## src/rtl/noc_pkg.sv

```systemverilog
// Shared NoC definitions: link FSM state codes, mesh direction codes, default link sizing.
// No logic; constants, types and a counter-width helper only.
// Imported by the link transmitter and its phit mux/counter.
package noc_pkg;

  // Default link sizing
  localparam int NOC_DATA_WIDTH      = 8;
  localparam int NOC_PHIT_PER_FLIT   = 2;
  localparam int NOC_FLIT_PER_PACKET = 4;

  // Link FSM state codes, shared with the receive-side port control
  localparam logic [1:0] ST_IDLE      = 2'd0;
  localparam logic [1:0] ST_SEND      = 2'd1;
  localparam logic [1:0] ST_WAIT_FLIT = 2'd2;

  typedef enum logic [1:0] {
    IDLE      = ST_IDLE,
    SEND      = ST_SEND,
    WAIT_FLIT = ST_WAIT_FLIT
  } tx_state_e;

  // Mesh port directions
  typedef enum logic [1:0] {
    DIR_NORTH = 2'd0,
    DIR_SOUTH = 2'd1,
    DIR_WEST  = 2'd2,
    DIR_EAST  = 2'd3
  } dir_e;

  // Counter width able to hold 0..n-1, never narrower than one bit
  function automatic int cnt_width(input int n);
    return (n > 1) ? $clog2(n) : 1;
  endfunction

endpackage

```

## src/rtl/phit_mux_counter.sv

```systemverilog
// Holds the flit being sent and selects its current phit; phit 0 is the LSB slice.
// Latency: load in cycle t presents phit 0 in cycle t+1; advance steps to the next phit next cycle.
// Backpressure: none internally; the caller only advances on a completed link handshake.
module phit_mux_counter
  import noc_pkg::*;
#(
  parameter int DATA_WIDTH  = NOC_DATA_WIDTH,
  parameter int PhitPerFlit = NOC_PHIT_PER_FLIT
) (
  input  logic                              clk,
  input  logic                              rst,
  input  logic                              load,
  input  logic [DATA_WIDTH*PhitPerFlit-1:0] flit_in,
  input  logic                              advance,
  output logic [DATA_WIDTH-1:0]             phit_out,
  output logic                              first_phit,
  output logic                              last_phit
);

  localparam int PCW = cnt_width(PhitPerFlit);

  logic [DATA_WIDTH*PhitPerFlit-1:0] flit_reg_q, flit_reg_d;
  logic [PCW-1:0]                    phit_cnt_q, phit_cnt_d;

  assign first_phit = (phit_cnt_q == '0);
  assign last_phit  = (phit_cnt_q == PCW'(PhitPerFlit - 1));

  // Next flit register / phit counter: load restarts at phit 0, advance saturates at the last phit
  always_comb begin
    flit_reg_d = flit_reg_q;
    phit_cnt_d = phit_cnt_q;
    if (load) begin
      flit_reg_d = flit_in;
      phit_cnt_d = '0;
    end else if (advance && !last_phit) begin
      phit_cnt_d = phit_cnt_q + PCW'(1);
    end
  end

  // Flit register and phit counter state
  always_ff @(posedge clk) begin
    if (rst) begin
      flit_reg_q <= '0;
      phit_cnt_q <= '0;
    end else begin
      flit_reg_q <= flit_reg_d;
      phit_cnt_q <= phit_cnt_d;
    end
  end

  // Slice mux selecting the phit addressed by the counter
  always_comb begin
    phit_out = '0;
    for (int i = 0; i < PhitPerFlit; i++) begin
      if (phit_cnt_q == PCW'(i)) phit_out = flit_reg_q[i*DATA_WIDTH +: DATA_WIDTH];
    end
  end

endmodule

```

## src/rtl/phit_tx_serializer.sv

```systemverilog
// Serializes flits into phits on the NoC link and frames FlitPerPacket flits per packet.
// Latency: flit loaded in cycle t drives phit 0 with valid_out in cycle t+1; zero bubble between flits.
// Backpressure: ready_out low holds the phit stable; flit_ready combinationally follows ready_out on the last phit.
// Optional: define PHIT_TX_PARITY_EN to add the phit_parity output.
module phit_tx_serializer
  import noc_pkg::*;
#(
  parameter int DATA_WIDTH    = NOC_DATA_WIDTH,
  parameter int PhitPerFlit   = NOC_PHIT_PER_FLIT,
  parameter int FlitPerPacket = NOC_FLIT_PER_PACKET
) (
  input  logic                              clk,
  input  logic                              rst,
  input  logic [DATA_WIDTH*PhitPerFlit-1:0] flit_in,
  input  logic                              flit_valid,
  output logic                              flit_ready,
  output logic [DATA_WIDTH-1:0]             phit_out,
  output logic                              valid_out,
  input  logic                              ready_out,
  output logic                              head_phit,
  output logic                              tail_phit,
  output logic                              busy,
  output logic                              pkt_done
`ifdef PHIT_TX_PARITY_EN
  ,
  output logic                              phit_parity
`endif
);

  localparam int FCW = cnt_width(FlitPerPacket);

  tx_state_e      state_q, state_d;
  logic [FCW-1:0] flit_cnt_q, flit_cnt_d;
  logic           pkt_done_q, pkt_done_d;
  logic           load, advance, hs;
  logic           first_phit, last_phit, last_flit;

  phit_mux_counter #(
    .DATA_WIDTH (DATA_WIDTH),
    .PhitPerFlit(PhitPerFlit)
  ) u_phit_mux_counter (
    .clk       (clk),
    .rst       (rst),
    .load      (load),
    .flit_in   (flit_in),
    .advance   (advance),
    .phit_out  (phit_out),
    .first_phit(first_phit),
    .last_phit (last_phit)
  );

  assign valid_out = (state_q == SEND);
  assign hs        = valid_out & ready_out;
  assign last_flit = (flit_cnt_q == FCW'(FlitPerPacket - 1));
  assign head_phit = valid_out & first_phit & (flit_cnt_q == '0);
  assign tail_phit = valid_out & last_phit & last_flit;
  assign busy      = (state_q != IDLE);
  assign pkt_done  = pkt_done_q;

`ifdef PHIT_TX_PARITY_EN
  // Parity follows phit_out, so it inherits the link stability rule and its reset value of 0
  assign phit_parity = ^phit_out;
`endif

  // Next-state, flit counter and flit-load control
  always_comb begin
    state_d    = state_q;
    flit_cnt_d = flit_cnt_q;
    pkt_done_d = 1'b0;
    load       = 1'b0;
    advance    = 1'b0;
    flit_ready = 1'b0;
    case (state_q)
      IDLE: begin
        flit_ready = 1'b1;
        if (flit_valid) begin
          load       = 1'b1;
          flit_cnt_d = '0;
          state_d    = SEND;
        end
      end
      SEND: begin
        // Accept the next flit in the same cycle the last phit leaves
        flit_ready = ready_out & last_phit;
        if (hs) begin
          if (!last_phit) begin
            advance = 1'b1;
          end else if (!last_flit) begin
            if (flit_valid) begin
              load       = 1'b1;
              flit_cnt_d = flit_cnt_q + FCW'(1);
            end else begin
              state_d = WAIT_FLIT;
            end
          end else begin
            pkt_done_d = 1'b1;
            if (flit_valid) begin
              load       = 1'b1;
              flit_cnt_d = '0;
            end else begin
              state_d = IDLE;
            end
          end
        end
      end
      WAIT_FLIT: begin
        flit_ready = 1'b1;
        if (flit_valid) begin
          load       = 1'b1;
          flit_cnt_d = flit_cnt_q + FCW'(1);
          state_d    = SEND;
        end
      end
      default: state_d = IDLE;
    endcase
  end

  // FSM state, flit counter and packet-done pulse
  always_ff @(posedge clk) begin
    if (rst) begin
      state_q    <= IDLE;
      flit_cnt_q <= '0;
      pkt_done_q <= 1'b0;
    end else begin
      state_q    <= state_d;
      flit_cnt_q <= flit_cnt_d;
      pkt_done_q <= pkt_done_d;
    end
  end

endmodule
```

## config.mk

```make
export PLATFORM = sky130hd
export DESIGN_NAME = phit_tx_serializer
export DESIGN_NICKNAME = d
export VERILOG_FILES = /design/src/rtl/noc_pkg.sv /design/src/rtl/phit_mux_counter.sv /design/src/rtl/phit_tx_serializer.sv
export SDC_FILE = /design/constraint.sdc
export NUM_CORES = 1
export LEC_CHECK = 0
export CORE_ASPECT_RATIO = 1.75
export CORE_MARGIN = 5
export CORE_UTILIZATION = 50
export DETAILED_ROUTE_END_ITERATION = 6
export PLACE_DENSITY = 0.88
export SLEW_MARGIN = 10
export SYNTH_ARGS = -nofsm -noshare
export SYNTH_HDL_FRONTEND = slang
export SYNTH_HIERARCHICAL = 1
export SYNTH_SLANG_ARGS = --single-unit
export TNS_END_PERCENT = 50
```

## constraint.sdc

```tcl
create_clock -name clk -period 4.2 [get_ports clk]
set_input_delay 0.63 -clock clk [delete_from_list [all_inputs] [get_ports clk]]
set_output_delay 0.63 -clock clk [all_outputs]
set_load 0.03 [all_outputs]
```

==> summary.md <==
| Metric | Value |
|---|---|
| Status | finished, final reports clean |
| Io pins | 34 |
| Period utilisation layout | 0.676 |
| Antenna violations before repair | 0 |
| Tmin final | between 2 and 3 ns |
| Vias | between 900 and 1000 |
| Number of synthesized flops with an enable pin | 0 |
| Largest area contributor in the netlist | dfxtp_1 |
| Clk pin slew, worst setup/hold paths | about 0.07 ns |
| Chip width | between 40 and 50 um |
| Port bufs | 33 |
| Final instance area | between 0.0015 and 0.002 mm^2 |
| Final ANT Viol Nets | 0 |
| GPL Wtd Cong | roughly 0.9 |
| Max-cap viol count | 0 |
| Syn_area_per_cell | 9.64 um^2 |
| Top cells by count, synth | dfxtp_1 (22), nor2_1 (20), mux2i_1 (16) |
| Synthesis Warnings | 6 |
| Fin nets | around 180 |
| CP peak stage delay | around 0.6 ns |
| Final Hold Fails | 0 |
| H-tree depth | 1 |
| GR Util met3 | 0.0245 |
| Number of global-route vias before repair | about 1000 |
| Share of cells above drive strength 1 | 0.0987 |
| Detailed-router iteration count before antenna repair | 4 |
| Slew headroom | 0.468 |
| Mapped Area | 0.00116 mm^2 |
| Hold Crit Start | u_phit_mux_counter/flit_reg_q[2] |
| Critical Path End Type | output pin |
| Area Growth Syn to Fin | 32.6% |
| CTS tree | yes |
| CTS Hold Bufs | 0 |
| Mapped Nets | between 100 and 150 |
| Cell with the most instances after synthesis | dfxtp_1 |
| Largest net degree at the start of global routing | 23 |
| Rows | 23 |
| Setup violators final | 0 |
| Chip Height | 73.6 um |
| Final wirelength | 2710 um |
| Placed cell area | about 0.0015 mm^2 |
| Average wire per standard cell | between 15 and 20 um |
| RR Startpoint | state_q[1] |
| CTS root buf | clkbuf_8 |
| Netlist cell types | 31 |
| Type of origin of the critical path | flop |
| Post_cts resized | 0 |
| Synth Register Bits | 22 |
| Post-route setup TNS | 0 ns |
| Total gr overflow | 0 |
| Worst EP required | approximately 3.6 ns |
| CTS Buf Count | 3 |
| Post-synthesis sequential area ratio | 0.381 |
| Worst vdd ir | between 0.15 and 0.2 mV |
| Slew Viols, Final | 0 |
| First-pass GRT wire length | roughly 4400 um |
| CTS Buffer Depth | 2 |
| Die area | approximately 0.0034 mm^2 |
| Leakage | between 0.6 and 0.7 nW |
| Met2 Track Usage GR | 0.305 |
| Setup CP Type | reg -> out |
| Final Power | between 0.4 and 0.5 mW |
| TritonCTS Sinks | 22 |
| Worst-Margin Slew | 0.796 ns |
| Worst Skew | 0.00135 ns |
| RSZ-0062 raised after global routing | false |
| CP Data Arrival Time | 2.21 ns |
| Power density over the cells | between 300 and 400 mW/mm^2 |
| Grt peak-use layer | met2 |
| CP Cell Sequence | inv_1, ha_1, a311oi_1, nor2_1, clkdlybuf4s50_1 |
| CP max-delay cell | clkdlybuf4s50_1 |
| Antenna Cells | 0 |
| Crit-path max FO | 13 |
| Main synth FF type | dfxtp_1 |
| DR DRC count | 0 |
| Syn Inst Count | 120 |
| Worst-skew pair later-pin latency | 0.25 ns |
| Starting density of the core | 0.516 |
| Drt initial violations | 28 |
| Hold Slack | just under 0.5 ns |
| Ys async rst share | 0 |
| GR Util met1 | 0.192 |
| Fmax | ~350 MHz |
| Postcts setup bufs | 0 |
| Synth top area share | 0.381 |
| Dominant cells by area after synthesis | dfxtp_1 (38%), mux2i_1 (14%), ha_1 (8.6%) |
| Vias per inst | between 5 and 6 |
| Hpwl dp | 2030 um |
| Overall Global Routing Usage | 0.172 |
| Worst hold path class | reg -> reg |
| Core area | approximately 0.0022 mm^2 |
| Crit path from | state_q[1] |
cell families (layout without fill, tap and decap cells):
family                   after synthesis  after routing  share of synthesized area
adder cells (fa/ha/maj)                8              8                     0.0865
multiplexers                          24             24                      0.216
flip-flops                            22             22                      0.381
buffers and inverters                 15             47                     0.0735
AO/OA/AOI/OAI                         11             11                     0.0703
AND/OR/NAND/NOR                       40             40                      0.173
routing by layer:
layer,vias up,wire length [um]
met2,38,1440
met3,4,204
met1,457,1030
li1,474,-
met5,-,0
met4,0,31
state kept, by name, summed over array words and instances, names as in the netlist:
name                           flops
pkt_done                           1
u_phit_mux_counter/flit_reg_q     16
state_q                            2
u_phit_mux_counter/last_phit       1
flit_cnt_q                         2
critical path: cells and delay by family, from the launching register on:
kind / cells / cell delay, ns
adder cells (fa/ha/maj): 1 / 0.33
AO/OA/AOI/OAI: 1 / 0.44
buffers and inverters: 2 / 0.70
AND/OR/NAND/NOR: 1 / 0.07
flip-flops: 1 / 0.41
cells in the final DEF, fill, tap and decap left out, drive strengths merged, types with 2 or more instances in the layout:
cell type      synthesis  layout
clkdlybuf4s50          0      33
inv                    9       9
nand2                  3       3
mux2                   8       8
dfxtp                 22      22
mux2i                 16      16
nand3                  2       2
nor3                   3       3
o22ai                  2       2
clkbuf                 0       4
and3                   2       2
nor2b                  2       2
nor2                  20      20
o21ai                  2       2
ha                     8       8
layout make-up:
| class | instances | area, um^2 |
|---|---|---|
| Clock buffer | 4 | 55.1 |
| Fill cell | 187 | 709 |
| Inverter | 9 | 33.8 |
| Multi-Input combinational cell | 83 | 637 |
| Sequential cell | 22 | 440 |
| Tap cell | 25 | 31.3 |
| Timing Repair Buffer | 34 | 338 |
where the power goes:
group          switching (mW)  total, mW  internal (mW)
combinational          0.0621      0.125         0.0626
sequential            0.00974      0.231          0.222
clock                  0.0592      0.142         0.0832
total                   0.131      0.499          0.368
worst paths after layout:
path | end | slack, ns | cells past startpoint
max | flit_ready | 1.36 | 5
min | u_phit_mux_counter/flit_reg_q[2] | 0.49 | 2
max reg2reg | u_phit_mux_counter/flit_reg_q[4] | 2.21 | 7
min reg2reg | u_phit_mux_counter/flit_reg_q[2] | 0.49 | 2
through the flow:
stage          setup slack [ns]  cells  utilization
2_1_floorplan              2.03    120            -
3_3_place_gp               1.46    173        0.659
3_5_place_dp               1.44    173        0.659
4_1_cts                    1.37    177        0.684
5_1_grt                    1.22    177        0.684
6_report                   1.36    177        0.684
(Power assumes the default switching activity.)
